## src/rtl/coeff_load_ctrl_if.sv

```systemverilog
// Coefficient load handshake bundle: host offers a word, controller accepts.
// master = host side, slave = coeff_load_ctrl side.
interface coeff_load_if #(
  parameter int W = 32
);
  logic         load_valid;
  logic         load_ready;
  logic [W-1:0] load_coeffs;

  modport master (
    output load_valid,
    output load_coeffs,
    input  load_ready
  );

  modport slave (
    input  load_valid,
    input  load_coeffs,
    output load_ready
  );
endinterface

```

## src/rtl/coeff_load_ctrl.sv

```systemverilog
// Serial coefficient loader: latches one NTAPS*CW word, shifts it MSB-first
// onto shiftIn with non-overlapping two-phase shift clocks.
// Ports: ph1/reset_n (sync, active-low), lif (valid/ready/coeffs),
// abort in; shiftIn, shiftClk1, shiftClk2, busy, done, aborted out.
module coeff_load_ctrl #(
  parameter int NTAPS = 4,
  parameter int CW    = 8,
  parameter int DIV   = 2
) (
  input  logic         ph1,
  input  logic         reset_n,
  coeff_load_if.slave  lif,
  input  logic         abort,
  output logic         shiftIn,
  output logic         shiftClk1,
  output logic         shiftClk2,
  output logic         busy,
  output logic         done,
  output logic         aborted
);

  localparam int NW = NTAPS * CW;
  localparam int BW = $clog2(NW);
  localparam int DW = (DIV > 1) ? $clog2(DIV) : 1;

  typedef enum logic [2:0] {
    S_IDLE,
    S_SETUP,
    S_CLK1,
    S_GAP,
    S_CLK2,
    S_DONE,
    S_ABORT
  } state_t;

  state_t          r_state;
  state_t          w_nxt;
  logic [BW-1:0]   r_bit;
  logic [BW-1:0]   w_bit_nxt;
  logic [BW-1:0]   w_idx;
  logic [DW-1:0]   r_div;
  logic [DW-1:0]   w_div_nxt;
  logic [NW-1:0]   r_shadow;
  logic            w_load;
  logic            w_seg_end;
  logic            w_act;

  logic r_ready;
  logic r_busy;
  logic r_sin;
  logic r_clk1;
  logic r_clk2;
  logic r_done;
  logic r_abt;

  logic w_ready;
  logic w_busy;
  logic w_sin;
  logic w_clk1;
  logic w_clk2;
  logic w_done;
  logic w_abt;

  always_comb begin
    w_nxt     = r_state;
    w_bit_nxt = r_bit;
    w_div_nxt = r_div;
    w_load    = 1'b0;
    w_seg_end = (r_div == DW'(DIV - 1));
    w_act     = (r_state == S_SETUP) ||
                (r_state == S_CLK1)  ||
                (r_state == S_GAP)   ||
                (r_state == S_CLK2);
    w_idx     = BW'(NW - 1) - r_bit;

    if (w_act) begin
      w_div_nxt = w_seg_end ? '0 : r_div + 1'b1;
    end

    unique case (r_state)
      S_IDLE: begin
        // r_ready is cleared on the accept edge, so a word
        // is only taken once the host has seen ready high.
        if (lif.load_valid && r_ready) begin
          w_load    = 1'b1;
          w_nxt     = S_SETUP;
          w_bit_nxt = '0;
          w_div_nxt = '0;
        end
      end
      S_SETUP: if (w_seg_end) w_nxt = S_CLK1;
      S_CLK1:  if (w_seg_end) w_nxt = S_GAP;
      S_GAP:   if (w_seg_end) w_nxt = S_CLK2;
      S_CLK2: begin
        if (w_seg_end) begin
          if (r_bit == BW'(NW - 1)) begin
            w_nxt = S_DONE;
          end else begin
            w_nxt     = S_SETUP;
            w_bit_nxt = r_bit + 1'b1;
          end
        end
      end
      S_DONE:  w_nxt = S_IDLE;
      S_ABORT: w_nxt = S_IDLE;
      default: w_nxt = S_IDLE;
    endcase

    if (w_act && abort) begin
      w_nxt     = S_ABORT;
      w_div_nxt = '0;
    end

    // Outputs are decoded from the current state and
    // registered, so they trail the state by one cycle.
    w_ready = (r_state == S_IDLE) && !w_load;
    w_busy  = w_act || (r_state == S_DONE);
    w_sin   = w_act && r_shadow[w_idx];
    w_clk1  = (r_state == S_CLK1);
    w_clk2  = (r_state == S_CLK2);
    w_done  = (r_state == S_DONE);
    w_abt   = (r_state == S_ABORT);
  end

  always_ff @(posedge ph1) begin
    if (!reset_n) begin
      r_state  <= S_IDLE;
      r_bit    <= '0;
      r_div    <= '0;
      r_shadow <= '0;
      r_ready  <= 1'b1;
      r_busy   <= 1'b0;
      r_sin    <= 1'b0;
      r_clk1   <= 1'b0;
      r_clk2   <= 1'b0;
      r_done   <= 1'b0;
      r_abt    <= 1'b0;
    end else begin
      r_state <= w_nxt;
      r_bit   <= w_bit_nxt;
      r_div   <= w_div_nxt;
      if (w_load) begin
        r_shadow <= lif.load_coeffs;
      end
      r_ready <= w_ready;
      r_busy  <= w_busy;
      r_sin   <= w_sin;
      r_clk1  <= w_clk1;
      r_clk2  <= w_clk2;
      r_done  <= w_done;
      r_abt   <= w_abt;
    end
  end

  assign lif.load_ready = r_ready;
  assign busy           = r_busy;
  assign shiftIn        = r_sin;
  assign shiftClk1      = r_clk1;
  assign shiftClk2      = r_clk2;
  assign done           = r_done;
  assign aborted        = r_abt;

endmodule

```

## src/flat_wrapper.sv

```systemverilog
// flat-port wrapper written by rule: the top's interface ports become plain ports
module coeff_load_ctrl_flat 
#(
  parameter int NTAPS = 4,
  parameter int CW    = 8,
  parameter int DIV   = 2
)
  (ph1, reset_n, abort, shiftIn, shiftClk1, shiftClk2, busy, done, aborted, lif_load_valid, lif_load_coeffs, lif_load_ready);
  coeff_load_if #(.W(((4) * CW))) lif_i ();
  input  logic ph1;
  input  logic reset_n;
  input  logic abort;
  output logic shiftIn;
  output logic shiftClk1;
  output logic shiftClk2;
  output logic busy;
  output logic done;
  output logic aborted;
  input wire logic [$bits(lif_i.load_valid)-1:0] lif_load_valid;
  input wire logic [$bits(lif_i.load_coeffs)-1:0] lif_load_coeffs;
  output wire logic [$bits(lif_i.load_ready)-1:0] lif_load_ready;
  assign lif_i.load_valid = lif_load_valid;
  assign lif_i.load_coeffs = lif_load_coeffs;
  assign lif_load_ready = lif_i.load_ready;
  coeff_load_ctrl #(.NTAPS(NTAPS), .CW(CW), .DIV(DIV)) u_core (.ph1(ph1), .reset_n(reset_n), .lif(lif_i), .abort(abort), .shiftIn(shiftIn), .shiftClk1(shiftClk1), .shiftClk2(shiftClk2), .busy(busy), .done(done), .aborted(aborted));
endmodule
```

## config.mk

```make
export PLATFORM = sky130hd
export DESIGN_NAME = coeff_load_ctrl_flat
export DESIGN_NICKNAME = d
export VERILOG_FILES = /design/src/rtl/coeff_load_ctrl_if.sv /design/src/rtl/coeff_load_ctrl.sv /design/src/flat_wrapper.sv
export SDC_FILE = /design/constraint.sdc
export NUM_CORES = 1
export LEC_CHECK = 0
export ABC_CLOCK_PERIOD_IN_PS = 2100
export CORE_UTILIZATION = 51
export CTS_BUF_LIST = sky130_fd_sc_hd__clkbuf_16
export DETAILED_ROUTE_END_ITERATION = 8
export HOLD_SLACK_MARGIN = 0.12
export PLACE_DENSITY = 0.88
export SYNTH_ARGS = -nofsm -noshare
export SYNTH_HDL_FRONTEND = slang
export SYNTH_SLANG_ARGS = --single-unit
```

## constraint.sdc

```tcl
create_clock -name ph1 -period 2.1 [get_ports ph1]
set_input_delay 0.42 -clock ph1 [delete_from_list [all_inputs] [get_ports ph1]]
set_output_delay 0.42 -clock ph1 [all_outputs]
set_load 0.05 [all_outputs]
```

Yosys cells after proc, flatten, opt, wreduce, memory -nomap -nowiden
Cells that the tools add are included.
Word-level totals
  register bits: 48
  input port bits: 36
Operators by class
  add/subtract/negate cells: 3
  $lt $le $gt $ge: 1
  equality and inequality tests: 18
  multiplexer cells: 20
  bitwise gates (word level): 1
  reductions and logical operators: 15
Operators by type and width (count)
  two-way mux 3 bit: 7
  two-way mux 5 bit: 3
  case mux 3 bit (5 select lines): 1
  != test 3 x 2 -> 1 bit (second input constant): 4
  != test 2 x 1 -> 1 bit (second input constant): 5
  case mux 5 bit (2 select lines): 1
  AND reduction 5 bit: 2
  == test 3 bit (second input constant): 3
  two-way mux 1 bit: 7
  == test 3 x 2 -> 1 bit (second input constant): 2
  < comparator 5 x 6 -> 1 bit (second input constant): 1
  adder 5 x 1 -> 5 bit (second input constant): 1
  binary-select mux 1 bit (select 5 bit): 1
  == test 5 bit (second input constant): 1
  subtractor 5 bit (first input constant): 1
  logical AND 1 bit: 4
  logical OR 1 bit: 4
  AND reduction 4 bit: 1
  == test 3 x 1 -> 1 bit (second input constant): 1
  zero test 3 bit: 1
  != test 3 x 1 -> 1 bit (second input constant): 1
  != test 2 bit (second input constant): 1
  nonzero test 2 bit: 1
  OR reduction 2 bit: 1
  other kinds (3): 3

Longest topological paths before layout
Gate-level depths: netlist of run 1.
  depth in word-level cells: 7
  mapped depth: 6
  mapped depth without buffers: 6

Worst setup path before layout of run 1
No wires, ideal clock.
  path kind: register to register
  from: register u_core.r_bit[3]
  to: register u_core.r_bit[3]
  data arrival time: 1683 ps
  slack: 347 ps
  stages on the path, launching flop included: 7
  buffers on the path: 1
  clock period less this slack: 1753 ps
  cell sequence: dfxtp_1 > clkbuf_1 > and3_1 > ha_1 > and2_0 > or4_1 > a21oi_1
Between the ends
  longest elaborated chain between the ends: 4
  elaborated cells on any way between the ends: 7
  classes of those cells: add/sub: 1; eq/ne: 2; mux: 3; reduce/logical: 1
Ends and longest elaborated chain
  from (decl): line coeff_load_ctrl.sv:38  | logic [BW-1:0] r_bit;
  from (signal assigned): line coeff_load_ctrl.sv:140  | r_bit <= w_bit_nxt;
  adder 5 x 1 -> 5 bit: line coeff_load_ctrl.sv:100  | w_bit_nxt = r_bit + 1'b1;
  two-way mux 5 bit: line coeff_load_ctrl.sv:96  | if (r_bit == BW'(NW - 1)) begin
  two-way mux 5 bit: line coeff_load_ctrl.sv:95  | if (w_seg_end) begin
  case mux 5 bit (2 select lines): line coeff_load_ctrl.sv:80  | unique case (r_state)
Several ways; a longest one is shown, not always the timed one. The select of a mux whose other input is x is not followed.
A chain may end at the register's enable or synchronous reset.

Worst setup path in the final report of run 1
  from: register u_core.r_bit[0]
  to: register u_core.r_bit[3]
The elaborated chain is that of the path after synthesis.

==> results.ini, run 1 <==
[run_status]
run_status=completed

[worst_setup_path]
timing.setup.critical_path_class=reg2reg
cp_capture_type=flop
worstPathMaxFanout=7
critPathRequiredTime_ps=2320
worst_ep_arrival_time_ps=2150
start_kind=flop
r2r_slack_ps=170

[floorplan]
die_w_um=67.5
die_y_um=67.5
initial_core_util_pct=53.8
fp.dieArea_mm2=0.00455
rows=23
io_pins=43
core_footprint_mm2=0.00406

[routing]
dr_total_vias=1846
drt-pass1-iter-count=4
remaining_drc_errors=0
final_antenna_net_count=0
route.final.wire_length_um=4710
route.detailed.vias_per_inst=5.49
wire_per_inst_um=14.0
detail_route.iter0.violations=139

[place]
hpwl_um=3180
place_inst=328
io_buffer_count=42
gp_routability_congestion=0.807

[logic_synthesis]
cell_area_after_technology_mapping_mm2=0.00218
share_of_the_yosys_chip_area_belonging_to_registers_pct=44.0
ys_warn_count=0
ys_top_cells_by_area=sky130_fd_sc_hd__dfxtp_1 44%, sky130_fd_sc_hd__nand2_1 13%, sky130_fd_sc_hd__a21boi_0 12%
synth_top_cell_by_area=sky130_fd_sc_hd__dfxtp_1
netlist_instances=244
synth_largest_type_area_fraction_pct=44.0
yosys_register_bits=48
syn-mean-instance-area_um2=8.95
synth.distinct_cells=34
net_count_after_synthesis=282

[clock_network]
post_cts_hold_buffer_count=0
cts-root-to-sink-buffers=2
postCtsSetupBuffers=0
worstSkewPairLatency_ps=280
cts_root_buffer=sky130_fd_sc_hd__clkbuf_16
maximum_level_of_the_cts_h_tree=2
tritoncts_num_sinks=48
clk_pin_slew_worst_paths_ps=60
cts.repair.resized=0
tritoncts=yes
numCtsBuffers=5

[grt]
grt_antenna_before_repair=0
grt.overflow.total=0
via_count_of_the_first_global_routing_pass=1758
grtUsageTotal_pct=24.3
grt_start_max_net_pins=35
grt_pass1_wl_um=8080

[sta]
grt_setup_unrepaired=no
timing.clock.skew_ps=2.87
maxSlewHeadroom_pct=67.0
endpoints_failing_setup=0
fmax_ghz=0.517
min_period_over_period_pct=92.0
slew_at_the_pin_with_the_worst_max_slew_slack_ps=494
tns_ps=0
finalMaxSlewViolations=0
finalHoldViolations=0
final.min_clock_period_ps=1930

[finish]
final_net_count=323
final_common_cell=sky130_fd_sc_hd__nand2_1
diodes=0
layout.cells.most_common_list=76 x sky130_fd_sc_hd__nand2_1, 48 x sky130_fd_sc_hd__dfxtp_1, 42 x sky130_fd_sc_hd__clkdlybuf4s50_1, 36 x sky130_fd_sc_hd__a21boi_0, 10 x sky130_fd_sc_hd__buf_4
syn2layout_area_growth_pct=30.5
drive_above_1_share_pct=9.79
final_cells=336

[power]
p_per_area_mw_per_mm2=983
max-vdd-ir-drop_mv=0.617
lkg_pwr_nw=1.04

[hold_path]
hold_class=reg2reg

[flow_run]
timing.max_cap.violations=0

critical path, stage by stage, from the launching register on:
cell	delay, ps
sky130_fd_sc_hd__dfxtp_1	320
sky130_fd_sc_hd__ha_1	220
sky130_fd_sc_hd__and3_1	190
sky130_fd_sc_hd__ha_1	240
sky130_fd_sc_hd__and2_0	260
sky130_fd_sc_hd__or4_1	500
sky130_fd_sc_hd__a21oi_1	140
synthesized netlist by cell type:
cell and count:
sky130_fd_sc_hd__a21boi_0 36, sky130_fd_sc_hd__a21boi_1 1, sky130_fd_sc_hd__a21o_1 1, sky130_fd_sc_hd__a21oi_1 3
sky130_fd_sc_hd__a2bb2oi_2 1, sky130_fd_sc_hd__a31oi_1 1, sky130_fd_sc_hd__and2_0 1, sky130_fd_sc_hd__and2_1 1
sky130_fd_sc_hd__and3_1 2, sky130_fd_sc_hd__and4b_1 1, sky130_fd_sc_hd__buf_2 5, sky130_fd_sc_hd__clkbuf_1 14
sky130_fd_sc_hd__dfxtp_1 48, sky130_fd_sc_hd__ha_1 2, sky130_fd_sc_hd__inv_1 2, sky130_fd_sc_hd__mux2i_1 7
sky130_fd_sc_hd__mux4_2 8, sky130_fd_sc_hd__nand2_1 76, sky130_fd_sc_hd__nand2b_1 1, sky130_fd_sc_hd__nand3_1 3
sky130_fd_sc_hd__nand3b_1 2, sky130_fd_sc_hd__nor2_1 4, sky130_fd_sc_hd__nor2b_1 1, sky130_fd_sc_hd__nor3_1 2
sky130_fd_sc_hd__nor3b_1 1, sky130_fd_sc_hd__nor3b_2 1, sky130_fd_sc_hd__o2111ai_1 2, sky130_fd_sc_hd__o211a_1 2
sky130_fd_sc_hd__o211ai_1 1, sky130_fd_sc_hd__o21ai_0 7, sky130_fd_sc_hd__o31ai_1 3, sky130_fd_sc_hd__or3_1 1
sky130_fd_sc_hd__or4_1 2, sky130_fd_sc_hd__or4b_1 1
metrics by stage:
step	hold slack (ps)	utilization [%]	power, W	setup slack (ps)	cell area (um2)
finish	459	70.2	0.00280	167	2850
global route	486	70.2	0.00297	56.0	2850
CTS	463	70.2	0.00282	202	2850
detailed placement	454	66.2	0.00193	178	2690
global placement	446	66.2	0.00191	192	2690
floorplan	440	-	0.00167	347	2180
sequential cells by signal, summed over array words and instances (netlist names):
| name | cells |
|---|---|
| u_core.r_shadow | 32 |
| u_core.shiftClk2 | 1 |
| u_core.shiftClk1 | 1 |
| u_core.shiftIn | 1 |
| u_core.done | 1 |
| u_core.aborted | 1 |
| u_core.lif.load_ready | 1 |
| u_core.r_div | 1 |
| u_core.busy | 1 |
| u_core.r_state | 3 |
| u_core.r_bit | 5 |
path summary, 6_finish.rpt:
| kind | endpoint | depth (start not counted) | start |
|---|---|---|---|
| hold reg to reg | u_core.r_shadow[12]$_SDFFE_PN0P_ | 2 | u_core.r_shadow[12]$_SDFFE_PN0P_ |
| setup / recovery | u_core.r_bit[3]$_SDFFE_PN0P_ | 6 | u_core.r_bit[0]$_SDFFE_PN0P_ |
| hold / removal | u_core.r_shadow[12]$_SDFFE_PN0P_ | 2 | u_core.r_shadow[12]$_SDFFE_PN0P_ |
| setup reg to reg | u_core.r_bit[3]$_SDFFE_PN0P_ | 6 | u_core.r_bit[0]$_SDFFE_PN0P_ |
per-layer routing:
metal	vias up	share of wire [%]	track usage [%]
li1	924	-	-
met1	854	44	29.8
met2	60	49	39.1
met5	-	0	0
met4	0	1.9	11.2
met3	8	5.0	7.09
final cells by class:
class / count / area, um2
flip-flops and latches: 48 / 961
multi-input cells: 175 / 1140
inverters: 2 / 7.51
fillers: 321 / 1210
clock buffers: 5 / 125
well taps: 50 / 62.6
clock inverters: 3 / 37.5
repair buffers: 53 / 515
kinds of logic after synthesis:
family                   synth area share (%)
AND/OR/NAND/NOR                          20.1
AO/OA/AOI/OAI                            19.4
flip-flops                               44.0
buffers and inverters                    3.89
multiplexers                             11.5
adder cells (fa/ha/maj)                  1.15
where the power goes:
| group | switching, W | internal [W] |
|---|---|---|
| clock | 0.000327 | 0.000553 |
| combinational | 0.000434 | 0.000342 |
| sequential | 0.0000957 | 0.00105 |
| total | 0.000856 | 0.00195 |
No activity file was read; power rests on OpenSTA's default activity.
==> inputs of run 2 (changes only) <==
--- a/config.mk
+++ b/config.mk
@@ -9,8 +9,9 @@
 export CORE_UTILIZATION = 51
 export CTS_BUF_LIST = sky130_fd_sc_hd__clkbuf_16
 export DETAILED_ROUTE_END_ITERATION = 8
+export DONT_BUFFER_PORTS = 1
 export HOLD_SLACK_MARGIN = 0.12
-export PLACE_DENSITY = 0.88
+export PLACE_DENSITY = 0.75
 export SYNTH_ARGS = -nofsm -noshare
 export SYNTH_HDL_FRONTEND = slang
 export SYNTH_SLANG_ARGS = --single-unit
==> run 2 against run 1 <==
Compared with the run above: largest power group unchanged; critical path type unchanged; utilization is 12 points lower; critical path depth stayed put; combinational power is 26% lower; clock skew is 5.1 ps higher; flip-flop and latch count stayed put; highest routed layer unchanged; non-clock buffer count is 46 lower; routed wire length is 11% lower; register-to-register slack better by 80 ps; worst hold slack worse by 260 ps; sequential share of layout area is 6.9 points higher.
==> results.ini, run 2 (synthesized netlist as in run 1, its figures left out) <==
[run_status]
run_status=completed

[clock_network]
maximum_level_of_the_cts_h_tree=2  ; unchanged
cts.repair.resized=0  ; unchanged
tritoncts=yes
numCtsBuffers=5  ; unchanged
tritoncts_num_sinks=48  ; unchanged
postCtsSetupBuffers=0  ; unchanged
worstSkewPairLatency_ps=290  ; about the same
cts_root_buffer=sky130_fd_sc_hd__clkbuf_16
post_cts_hold_buffer_count=0  ; unchanged
clk_pin_slew_worst_paths_ps=70  ; about the same
cts-root-to-sink-buffers=2  ; unchanged

[power]
p_per_area_mw_per_mm2=1070  ; +9.3%
lkg_pwr_nw=0.850  ; -19%
cellInternalPower_w=0.00173  ; -11%
seq_power_share_pct=47.2  ; +6.3 points
power.share.clock_pct=30.4  ; -1.0 points
max-vdd-ir-drop_mv=0.573  ; -7.1%
power.total_w=0.00254  ; -9.2%
p_switching_w=0.000817  ; -4.5%
pwr-share-comb_pct=22.4  ; -5.3 points
switching_share_pct=32.1  ; +1.6 points

[finish]
seqCellArea_um2=961  ; unchanged
final_net_count=277  ; -14%
drive_above_1_share_pct=10.4  ; +0.63 points
largest_reg_flops=32  ; unchanged
largest-register=u_core.r_shadow
diodes=0  ; unchanged
nFillCells=369  ; +15%
biggest_registers_after_layout=u_core.r_shadow x32, u_core.r_bit x5, u_core.r_state x3
final_common_cell=sky130_fd_sc_hd__nand2_1
layout.cells.most_common_list=76 x sky130_fd_sc_hd__nand2_1, 48 x sky130_fd_sc_hd__dfxtp_1, 36 x sky130_fd_sc_hd__a21boi_0, 8 x sky130_fd_sc_hd__mux4_2
syn2layout_area_growth_pct=8.36
multiInputGateArea_mm2=0.00114  ; unchanged

[grt]
via_count_of_the_first_global_routing_pass=1507  ; -14%
grt_start_max_net_pins=46  ; +31%
grt.overflow.total=0  ; unchanged
grt_antenna_before_repair=0  ; unchanged
grtUsageTotal_pct=20.9  ; -3.4 points
grt_pass1_wl_um=6890  ; -15%

[sta]
fmax_ghz=0.539  ; +4.1%
slew_at_the_pin_with_the_worst_max_slew_slack_ps=486  ; -8.19 ps
min_period_over_period_pct=88.4  ; -3.6 points
grt_setup_unrepaired=no
finalMaxSlewViolations=0  ; unchanged
finalHoldViolations=0  ; unchanged
worst_slack_ps=244  ; +76.5 ps
timing.clock.skew_ps=8.00  ; +5.14 ps
final.min_clock_period_ps=1860  ; -76.5 ps
maxSlewHeadroom_pct=67.5  ; +0.51 points
hold-worst-slack_ps=198  ; -261 ps
endpoints_failing_setup=0  ; unchanged
tns_ps=0  ; unchanged

[worst_setup_path]
worstPathMaxFanout=7  ; unchanged
critPathRequiredTime_ps=2320  ; about the same
worst_ep_arrival_time_ps=2080  ; -70 ps
timing.setup.critical_path_class=reg2reg
start_kind=flop
cp_capture_type=flop

[flow_run]
timing.max_cap.violations=0  ; unchanged

[routing]
final_antenna_net_count=0  ; unchanged
remaining_drc_errors=0  ; unchanged
route.detailed.vias_per_inst=5.57  ; +1.4%
route.final.wire_length_um=4180  ; -11%
drt-pass1-iter-count=4  ; unchanged
detail_route.iter0.violations=89  ; -36%
wire_per_inst_um=14.4  ; +2.8%
dr_total_vias=1615  ; -13%

[place]
placement.setup.worst_slack_ps=262  ; +83.9 ps
gp_routability_congestion=0.757  ; -6.3%
hpwl_um=2880  ; -9.6%
io_buffer_count=0  ; -100%

[floorplan]
core_footprint_mm2=0.00406  ; unchanged
initial_core_util_pct=53.8  ; unchanged
die_y_um=67.5  ; unchanged
die_w_um=67.5  ; unchanged
rows=23  ; unchanged
io_pins=43  ; unchanged
fp.dieArea_mm2=0.00455  ; unchanged

[hold_path]
hold_class=in2reg

-- run 2: cell count changes in the layout (fill, tap and decap cells not counted) --
cell	previous run	this run
sky130_fd_sc_hd__buf_12	1	0
sky130_fd_sc_hd__buf_4	10	7
sky130_fd_sc_hd__bufinv_16	1	0
sky130_fd_sc_hd__clkdlybuf4s50_1	42	0
sky130_fd_sc_hd__clkinv_1	2	1
sky130_fd_sc_hd__clkinv_2	0	1
sky130_fd_sc_hd__inv_6	0	1
-- run 2: through the flow --
stage	instance area [um2]	std cells	utilization, %
2_1_floorplan	2180	244	-
3_3_place_gp	2220	282	54.8
3_5_place_dp	2220	282	54.8
4_1_cts	2370	290	58.3
5_1_grt	2370	290	58.3
6_report	2370	290	58.3
-- run 2: critical path, stage by stage (launching register included) --
cell and delay [ps]:
sky130_fd_sc_hd__dfxtp_1 310, sky130_fd_sc_hd__ha_1 210, sky130_fd_sc_hd__and3_1 190, sky130_fd_sc_hd__ha_1 210, sky130_fd_sc_hd__and2_0 230, sky130_fd_sc_hd__or4_1 490, sky130_fd_sc_hd__a21oi_1 150
-- run 2: final cells by class --
class / instances / share of cell area [%]
Sequential cell: 48 / 40.6
Tap cell: 50 / 2.64
Clock inverter: 3 / 0.740
Inverter: 2 / 0.317
Multi-Input combinational cell: 175 / 48.2
Timing Repair Buffer: 7 / 2.22
Clock buffer: 5 / 5.29
-- run 2: final timing paths --
check | startpoint | cells after the start | slack, ps | endpoint
min reg2reg | u_core.r_shadow[18]$_SDFFE_PN0P_ | 2 | 460 | u_core.r_shadow[18]$_SDFFE_PN0P_
max reg2reg | u_core.r_bit[0]$_SDFFE_PN0P_ | 6 | 240 | u_core.r_bit[3]$_SDFFE_PN0P_
min | reset_n | 1 | 200 | u_core.lif.load_ready$_SDFF_PN1_
max | u_core.r_bit[0]$_SDFFE_PN0P_ | 6 | 240 | u_core.r_bit[3]$_SDFFE_PN0P_
-- run 2: routing by layer --
metal	vias up	track usage (%)	routed length (um)	share of wire [%]
met5	-	0	0	0
met4	0	8.78	48	1.1
met3	6	6.25	203	4.9
met2	37	32.4	1980	47
met1	738	27.0	1950	47
li1	834	-	-	-
-- run 2: power groups by stage --
stage,combinational [W],clock (W),sequential [W]
after floorplan,0.000482,0,0.00119
after global placement,0.000564,0,0.00121
after detailed placement,0.000573,0,0.00122
after CTS,0.000577,0.000793,0.00120
after global routing,0.000655,0.000824,0.00122
final,0.000570,0.000773,0.00120
